### config.mk
export PLATFORM = sky130hd
export DESIGN_NAME = hpdl1414_scan_driver
export DESIGN_NICKNAME = d
export VERILOG_FILES = /design/src/rtl/hpdl1414_scan_driver_pkg.sv /design/src/rtl/hpdl1414_scan_driver_char_map.sv /design/src/rtl/hpdl1414_scan_driver.sv
export SDC_FILE = /design/constraint.sdc
export NUM_CORES = 1
export LEC_CHECK = 0
export ABC_AREA = 1
export ABC_CLOCK_PERIOD_IN_PS = 1900
export CAP_MARGIN = 10
export CORE_UTILIZATION = 45
export DETAILED_ROUTE_END_ITERATION = 6
export GPL_TIMING_DRIVEN = 1
export PLACE_DENSITY = 0.69
export SYNTH_ARGS = -nofsm -noshare
export SYNTH_HDL_FRONTEND = slang
export SYNTH_SLANG_ARGS = --single-unit
### constraint.sdc
create_clock -name i_clk -period 1.9 [get_ports i_clk]
set_clock_uncertainty 0.15 [all_clocks]
set_input_delay 0.38 -clock i_clk [delete_from_list [all_inputs] [get_ports i_clk]]
set_output_delay 0.38 -clock i_clk [all_outputs]
set_load 0.01 [all_outputs]
### src/rtl/hpdl1414_scan_driver_pkg.sv
// hpdl1414_scan_driver_pkg: shared FSM states and charset constants for the HPDL-1414 scan driver
package hpdl1414_scan_driver_pkg;
  typedef enum logic [2:0] {S_IDLE, S_READ, S_LATCH, S_SETUP, S_STROBE, S_HOLD, S_GAP} state_t;
  localparam logic [7:0] CHAR_SPACE = 8'h20;
  localparam logic [7:0] CARETCHR = 8'h5f;
  localparam int DISPLAY_POSITIONS = 16;
endpackage

### src/rtl/hpdl1414_scan_driver_char_map.sv
// hpdl1414_scan_driver_char_map: combinational 8b buffer char to 7b HPDL-1414 charset map
module hpdl1414_scan_driver_char_map
  import hpdl1414_scan_driver_pkg::*;
(
  input  logic [7:0] i_char,
  output logic [6:0] o_char
);
  // lower case 0x60..0x7E always has bit 5 set, so clearing it subtracts 0x20
  always_comb
    o_char = (i_char >= CHAR_SPACE && i_char <= CARETCHR) ? i_char[6:0] :
             (i_char >= 8'h60 && i_char <= 8'h7e) ? {i_char[6], 1'b0, i_char[4:0]} :
             CHAR_SPACE[6:0];
endmodule

### src/rtl/hpdl1414_scan_driver.sv
// hpdl1414_scan_driver: scans the 16-char buffer into four HPDL-1414 displays with timed WR# strobes
module hpdl1414_scan_driver
  import hpdl1414_scan_driver_pkg::*;
#(
  parameter int NUM_CHIPS    = 4,
  parameter int SETUP_CYCLES = 2,
  parameter int WR_CYCLES    = 4,
  parameter int HOLD_CYCLES  = 2,
  parameter int REFRESH_DIV  = 1000,
  parameter int BLINK_DIV    = 5000000
) (
  input  logic                 i_clk,
  input  logic                 i_rst,
  input  logic                 i_enable,
  output logic                 o_read_enable,
  output logic [3:0]           o_read_address,
  input  logic [7:0]           i_read_data,
  output logic                 o_caret_strobe,
  output logic [6:0]           o_data,
  output logic [1:0]           o_addr,
  output logic [NUM_CHIPS-1:0] o_wr_n,
  output logic                 o_frame_done
);
  localparam int MAXC = (SETUP_CYCLES > WR_CYCLES ? SETUP_CYCLES : WR_CYCLES) > (HOLD_CYCLES > REFRESH_DIV ? HOLD_CYCLES : REFRESH_DIV) ?
                        (SETUP_CYCLES > WR_CYCLES ? SETUP_CYCLES : WR_CYCLES) : (HOLD_CYCLES > REFRESH_DIV ? HOLD_CYCLES : REFRESH_DIV);
  localparam int PW = $clog2(MAXC + 1);
  localparam int BW = BLINK_DIV > 1 ? $clog2(BLINK_DIV) : 1;
  localparam logic [3:0] LAST_POS = 4'(DISPLAY_POSITIONS - 1);
  state_t r_state, w_next;
  logic [PW-1:0] r_phase, w_limit;
  logic w_last;
  logic [3:0] r_pos;
  logic [6:0] r_data, w_char;
  logic [1:0] r_addr;
  logic [NUM_CHIPS-1:0] r_wr_n;
  logic r_frame_done, r_caret;
  logic [BW-1:0] r_blink;
  hpdl1414_scan_driver_char_map u_map (.i_char(i_read_data), .o_char(w_char));
  always_comb begin
    w_limit = r_state == S_SETUP  ? PW'(SETUP_CYCLES - 1) :
              r_state == S_STROBE ? PW'(WR_CYCLES - 1) :
              r_state == S_HOLD   ? PW'(HOLD_CYCLES - 1) : PW'(REFRESH_DIV - 1);
    w_last = r_phase == w_limit;
    w_next = r_state;
    case (r_state)
      S_IDLE:   w_next = i_enable ? S_READ : S_IDLE;
      S_READ:   w_next = S_LATCH;
      S_LATCH:  w_next = S_SETUP;
      S_SETUP:  w_next = w_last ? S_STROBE : S_SETUP;
      S_STROBE: w_next = w_last ? S_HOLD : S_STROBE;
      S_HOLD:   w_next = !w_last ? S_HOLD : !i_enable ? S_IDLE : r_pos == LAST_POS ? S_GAP : S_READ;
      S_GAP:    w_next = !i_enable ? S_IDLE : w_last ? S_READ : S_GAP;
      default:  w_next = S_IDLE;
    endcase
  end
  // WR# is registered from the next state so the pulse is glitch-free and aligned with STROBE
  always_ff @(posedge i_clk) begin
    if (i_rst) begin
      r_state      <= S_IDLE;
      r_phase      <= '0;
      r_pos        <= '0;
      r_data       <= '0;
      r_addr       <= '0;
      r_wr_n       <= '1;
      r_frame_done <= 1'b0;
    end else begin
      r_state      <= w_next;
      r_phase      <= (w_next != r_state || r_state == S_IDLE) ? '0 : r_phase + 1'b1;
      r_pos        <= w_next == S_IDLE ? '0 : (r_state == S_HOLD && w_last) ? r_pos + 1'b1 : r_pos;
      r_data       <= r_state == S_LATCH ? w_char : r_data;
      r_addr       <= r_state == S_LATCH ? 2'd3 - r_pos[1:0] : r_addr;
      r_wr_n       <= w_next == S_STROBE ? ~(NUM_CHIPS'(1) << r_pos[3:2]) : '1;
      r_frame_done <= w_next == S_GAP && r_state != S_GAP;
    end
  end
  always_ff @(posedge i_clk) begin
    if (i_rst) begin
      r_blink <= '0;
      r_caret <= 1'b1;
    end else begin
      r_blink <= r_blink == BW'(BLINK_DIV - 1) ? '0 : r_blink + 1'b1;
      r_caret <= r_blink == BW'(BLINK_DIV - 1) ? ~r_caret : r_caret;
    end
  end
  assign o_read_enable  = r_state == S_READ;
  assign o_read_address = r_pos;
  assign o_caret_strobe = r_caret;
  assign o_data         = r_data;
  assign o_addr         = r_addr;
  assign o_wr_n         = r_wr_n;
  assign o_frame_done   = r_frame_done;
endmodule

Yosys cells after proc, flatten, opt, wreduce, memory -nomap -nowiden
Index checks and enable logic that the tools add are counted.
W data, S select, Z words.
{ "op_classes": {"add_sub_neg": 4, "magnitude_cmp": 4, "n_eq_ne": 13, "n_shift": 1, "n_mux": 14, "bitwise_logic": 3, "reduce_logical": 11} }
{ "op_table": {"columns": ["operator", "count"], "rows": [
  ["$mux W10", 3],
  ["$add A23 B1 Y23 const B", 1],
  ["$eq A23 B23 Y1 const B", 1],
  ["$pmux W3 S7", 1],
  ["$mux W3", 6],
  ["$le A8 B7 Y1 const B", 2],
  ["$eq A3 B3 Y1 const B", 5],
  ["$mux W7", 2],
  ["$add A10 B1 Y10 const B", 1],
  ["$eq A10 B10 Y1", 1],
  ["$ge A8 B6 Y1 const B", 1],
  ["$ge A8 B7 Y1 const B", 1],
  ["$reduce_or A2 Y1", 4],
  ["$eq A3 B2 Y1 const B", 2],
  ["$logic_not A3 Y1", 2],
  ["$add A4 B1 Y4 const B", 1],
  ["$eq A4 B4 Y1 const B", 1],
  ["$logic_and A1 B1 Y1", 4],
  ["$not A4 Y4", 1],
  ["$shl A1 B2 Y4 const A", 1],
  ["$eq A3 B1 Y1 const B", 1],
  ["$ne A3 B3 Y1", 1],
  ["$ne A3 B3 Y1 const B", 1],
  ["$mux W1", 2],
  ["3 further kinds", 4]
]} }
{ "word_totals": {"register_bits": 55, "in_bits": 11, "out_inout_bits": 20} }

Logic depth before layout (Yosys ltp)
{ "logic_depth": {"ltp_word": 11, "depth_mapped": 14, "depth_no_buf": 14} }

Hierarchy
A second synthesis with hierarchy kept.
{ "hier_totals": {"cells_unflattened": 401, "area_unflattened_um2": 2967.8} }
{ "by_module_without_submodules": {"columns": ["mod", "n_inst", "cells_each", "area_each_um2", "seq_area_each_um2"], "rows": [
  ["hpdl1414_scan_driver", 1, 365, 2776.4, 1101.1],
  ["hpdl1414_scan_driver_char_map", 1, 36, 191.4, 0.0]
]} }

Worst setup path after synthesis
OpenSTA, ideal clock, no wires.
{ "synth_timing": {"path_kind": "register to register", "from": "register r_blink[0]", "to": "register r_blink[22]", "setup_ps": 119, "arrival_time_ps": 1536, "required_time_ps": 1631, "path_slack_ps": 95, "stages_incl_launch_ff": 11, "path_buffers": 0, "period_less_slack_ps": 1805, "cell_sequence": "dfxtp_1 ha_1 nand2_1 nor2_2 nand3_1 nor2_2 nand2_1 nor3_1 nand3_1 o21ai_0 a21oi_1"} }
{ "synth_via": {"elab_chain_cells": 2, "word_cells_on_any_way": 3, "classes_between": "add/sub: 1; eq/ne: 1; reduce/logical: 1"} }
{ "synth_rtl": {"columns": ["item", "line", "source"], "rows": [
  ["start, declared", "hpdl1414_scan_driver.sv:37", "logic [BW-1:0] r_blink;"],
  ["start signal, assigned", "hpdl1414_scan_driver.sv:81", "r_blink <= r_blink == BW'(BLINK_DIV - 1) ? '0 : r_blink + 1'b1;"],
  ["branches (longest 2 deep; another with $add A23 B1 Y23)", null, null]
]} }
Parallel ways; which one is timed is not known.
A chain may end at the register's enable or synchronous reset.

Worst setup path after layout
{ "layout_timing": {"from": "register r_phase[0]", "to": "register r_phase[7]"} }
{ "layout_via": {"elab_chain_cells": 7, "word_cells_on_any_way": 11, "classes_between": "add/sub: 1; eq/ne: 2; mux: 6; reduce/logical: 2"} }
{ "layout_rtl": {"columns": ["item", "line", "source"], "rows": [
  ["start, declared", "hpdl1414_scan_driver.sv:30", "logic [PW-1:0] r_phase, w_limit;"],
  ["start signal, assigned", "hpdl1414_scan_driver.sv:68", "r_phase <= (w_next != r_state || r_state == S_IDLE) ? '0 : r_phase + 1'b1;"],
  ["$eq A10 B10 Y1", "hpdl1414_scan_driver.sv:43", "w_last = r_phase == w_limit;"],
  ["$mux W3 (2 in series)", "hpdl1414_scan_driver.sv:52", "S_GAP: w_next = !i_enable ? S_IDLE : w_last ? S_READ : S_GAP;"],
  ["$pmux W3 S7", "hpdl1414_scan_driver.sv:45", "case (r_state)"],
  ["$ne A3 B3 Y1", "hpdl1414_scan_driver.sv:68", null],
  ["$logic_or A1 B1 Y1", "hpdl1414_scan_driver.sv:68", null],
  ["$reduce_or A2 Y1 (no line)", null, null]
]} }
Several ways; a longest one is shown, not always the timed one.

==> reports/results.env <==
DRC_ERRORS=0
PLACEMENT_ROWS=27
WORST-SLEW-PIN-TRANSITION_PS=417
CLKSLEWWORSTSETUPHOLDPATHS_PS=90
CTS-BUFFERS-INSERTED=5
REQUIRED_PS=1950
TOTAL_GR_OVERFLOW=0
UNREPAIRED_SETUP_ENDPOINTS_AFTER_GLOBAL_ROUTING='true'
FIN_CRIT_PS=1920
YOSYS_WARNINGS=0
NUMBER_OF_FAILING_SETUP_ENDPOINTS_IN_THE_FINAL_TIMING_REPORT=5
NETLIST-CELL-TYPE-COUNT=35
GRT_FIRST_PASS_WIRELENGTH_UM=9570
WL_PER_CELL_UM=12.2
SYN_NETS=363
GRT_PASS1_VIAS=2210
ANTENNA_LEFT=0
VDD_DROP_MAX_uV=347
FINAL_CRITICAL_PATH_SETUP_SLACK_PS=-15.5
MAX_FREQ_GHz=0.522
GRT_START_MAX_NET_PINS=17
DIE_HEIGHT_UM=78.9
SYN-CELL-AREA_UM2=2660
DIE_WIDTH_UM=78.9
RR_ENDPOINT='r_phase[7]'
R2R-START='r_phase[0]'
WORST-ENDPOINT-ARRIVAL_PS=1970
ANTENNA-DIODE-COUNT=0
SEQUENTIALPOWERSHARE=0.554
HOLD_VIOL=0
TIMING.CRITICAL_PATH.CELLS='inv_1 > nor3_2 > nand2_1 > nor2_4 > nand2_4 > nand2_4 > nand4_1 > nand2_2 > nor3_2'
VIOLATIONS_IN_THE_FINAL_REPORTS='negative setup slack'
SYNTH.YOSYS.SEQ_AREA_SHARE=0.414
SETUP.REG_TO_REG.WORST_SLACK_PS=-20
TIMING.FINAL.CRIT_SHARE=1.01
SYNTH-ASYNC-RESET-RATIO=0
SYNTHCELLS=349
CRITICAL_PATH.MAX_STAGE_DELAY_PS=390
HPWLAFTERDP_UM=3940
DRT_WL_TOTAL_UM=6050
CRITICAL_PATH.SLOWEST_CELL='dfxtp_1'
NUMBER_OF_PINS_EXCEEDING_THEIR_MAX_SLEW_LIMIT_IN_THE_FINAL_REPORT=0
NUM_IO_PINS=31
WORSTHOLDSTART='r_blink[19]'
DRIVE_ABOVE_1_SHARE=0.299
FINAL_CELL_AREA_UM2=3650
GRT.TOTAL_USAGE=0.188
CTS_ROOT_BUF='clkbuf_8'
DETAILEDROUTE.FIRSTITERATIONVIOLATIONS=94
HOLD_CLASS='reg2reg'
COMB_POWER_SHARE=0.156
HOLD_END='r_blink[19]'
FINAL_CORE_UTILIZATION=0.650
CRITICAL_PATH_CLASS='reg2reg'
SYN_TO_FINAL_GROWTH_PCT=37.0
POWER.LEAKAGE_nW=1.39
ROUTE.VIAS.TOTAL=2526
INITIAL_CORE_UTIL=0.475
CTS-ROOT-TO-SINK-BUFFERS=2
WORSTHOLDPATHCELLS=2
FIRSTDRTPASSITERS=4
GP_CONGESTION=0.843
DESIGN.CORE.AREA_UM2=5610
PWR-SHARE-CLK=0.290
NETSWITCHINGFRACTION=0.270
SYN_AREA_PER_CELL_UM2=7.63
CTS_SINKS=55
DPL-INSTANCE-AREA_UM2=3270
MAX_TRANSITION_MARGIN=0.719
TIMING.CRITICAL_PATH.FANOUT_MAX=7
MAX_CAP_VIOL_COUNT=0
YS_DOMINANT_REG_CELL='dfxtp_1'
POST_DRT_VIA_CELL_RATIO=5.11
SETUP.WORST_PATH.END_CLASS='flip-flop'
TRITONCTS='yes'
FIN_NETS=435
I_O_BUFFERS=30
CLOCK_INSERTION_DELAY_WORST_SKEW_PS=310
NUMBER_OF_FLOPS_MAPPED_TO_ENABLE_CELLS_BY_YOSYS=0
NETLIST.AREA_LEADER.SHARE=0.414
FINAL_CELL_COUNT_NO_FILL=494
NETSWITCHINGPOWER_uW=584
FLOPS_LATCHES_SYNTH=55
OUTCOME='finished, violations left'
REG2REG_PATH_DEPTH=9
CTS_MAX_LEVEL=2
SYNTH_AREA_LEADER_CELL='dfxtp_1'
POST_CTS_HOLD_BUFFER_COUNT=0
DPL.CELL_COUNT=477
POWERDENSITY_nW_PER_UM2=592
DIE-AREA_UM2=6230
GRT_ANTENNA_BEFORE_REPAIR=0
DPL_WORST_SLACK_PS=-91.3
STARTPOINT_TYPE='flip-flop'
INTERNAL-POWER_mW=1.58
SYNTH_TOP_AREA_CELLS='dfxtp_1 (41%), nand2_1 (8.2%), inv_1 (6.1%)'
## cell type report
| cell class | count | area (µm²) |
|---|---|---|
| Tap cell | 72 | 90.1 |
| Inverter | 45 | 174 |
| Fill cell | 495 | 1960 |
| Sequential cell | 55 | 1120 |
| Clock buffer | 6 | 72.6 |
| Timing Repair Buffer | 67 | 591 |
| Multi-Input combinational cell | 247 | 1590 |
| Clock inverter | 2 | 12.5 |
## worst max-delay path: cells and delay by family (launching register included)
kind / cells / cell delay (ps)
buffers and inverters: 1 / 90
AND/OR/NAND/NOR: 8 / 1170
flip-flops: 1 / 390
## flip-flops by register name, indices dropped and copies added (netlist names)
signal / flops
o_read_address: 4
o_addr: 2
o_caret_strobe: 1
o_data: 7
o_frame_done: 1
r_phase: 10
r_state: 3
o_wr_n: 4
r_blink: 23
## per-layer routing
metal  wire [µm]  track usage
met1        2710        0.246
met2        2960        0.311
met3         278       0.0448
met4          98       0.0491
met5           0            0
## placed cells by master (no fill, tap or decap), types with 2 or more instances in the layout
master           count
inv_2                4
nor2_4               8
xor2_1              10
nand2_4              6
dfxtp_4              3
or2_2                3
buf_4               36
xnor2_1              6
nand4_1             10
inv_1               39
mux2_2               2
clkbuf_8             5
ha_1                 2
o21ai_2              2
nor2_1              40
nand2_1             46
nor3_2              13
inv_4                2
o211ai_1             2
dfxtp_2              7
nand3_1             24
clkdlybuf4s50_1     29
nand2_2             12
nor3_1               4
nand3_4              5
o21ai_0              9
dfxtp_1             45
nand3_2              9
a21oi_1             20
o21a_1               2
## how the worst max path moves through the flow
stage,from,to
2_1_floorplan,r_blink[0],r_blink[22]
3_3_place_gp,i_enable,r_phase[6]
3_5_place_dp,i_enable,r_phase[9]
4_1_cts,r_state[1],o_read_address[0]
5_1_grt,r_state[1],r_phase[6]
6_report,r_phase[0],r_phase[7]
## cells in the mapped netlist (all sizes together) (3+ instances only)
cell,instances
inv,45
or2,3
ha,3
nor3,18
dfxtp,55
xnor2,6
nor2,49
buf,3
o21ai,12
nand2,63
nand3,37
nand4,10
xor2,10
a21oi,20
## what timing repair did
action,CTS,global route
pin swaps,2,16
buffers inserted,0,7
gates cloned,0,2
endpoints found under the setup margin,8,33
resized for setup,7,60
## metrics by stage
stage,setup TNS [ps],hold slack (ps),power (mW)
6_report,-52.4,300,2.16
5_1_grt,-1920,350,2.27
4_1_cts,0,299,2.12
3_5_place_dp,-1440,285,1.49
3_3_place_gp,-514,281,1.49
2_1_floorplan,0,268,1.38
## power groups by stage
| stage | combinational, mW | sequential, mW | clock, mW |
|---|---|---|---|
| after CTS | 0.277 | 1.19 | 0.645 |
| after global placement | 0.275 | 1.22 | 0 |
| final | 0.338 | 1.20 | 0.627 |
| after global routing | 0.368 | 1.20 | 0.697 |
| after floorplan | 0.153 | 1.22 | 0 |
| after detailed placement | 0.275 | 1.22 | 0 |
## kinds of logic after synthesis
family | after synthesis | share of synthesized area
DFF | 55 | 0.414
and+or+nand+nor | 185 | 0.359
buffers and inverters | 49 | 0.0715
muxes | 2 | 0.00846
AOI/OAI and AO/OA | 39 | 0.0809
adders and majority gates | 3 | 0.0141
xor gates and xnor gates | 16 | 0.0527
Power figures use the tool's default switching activity.
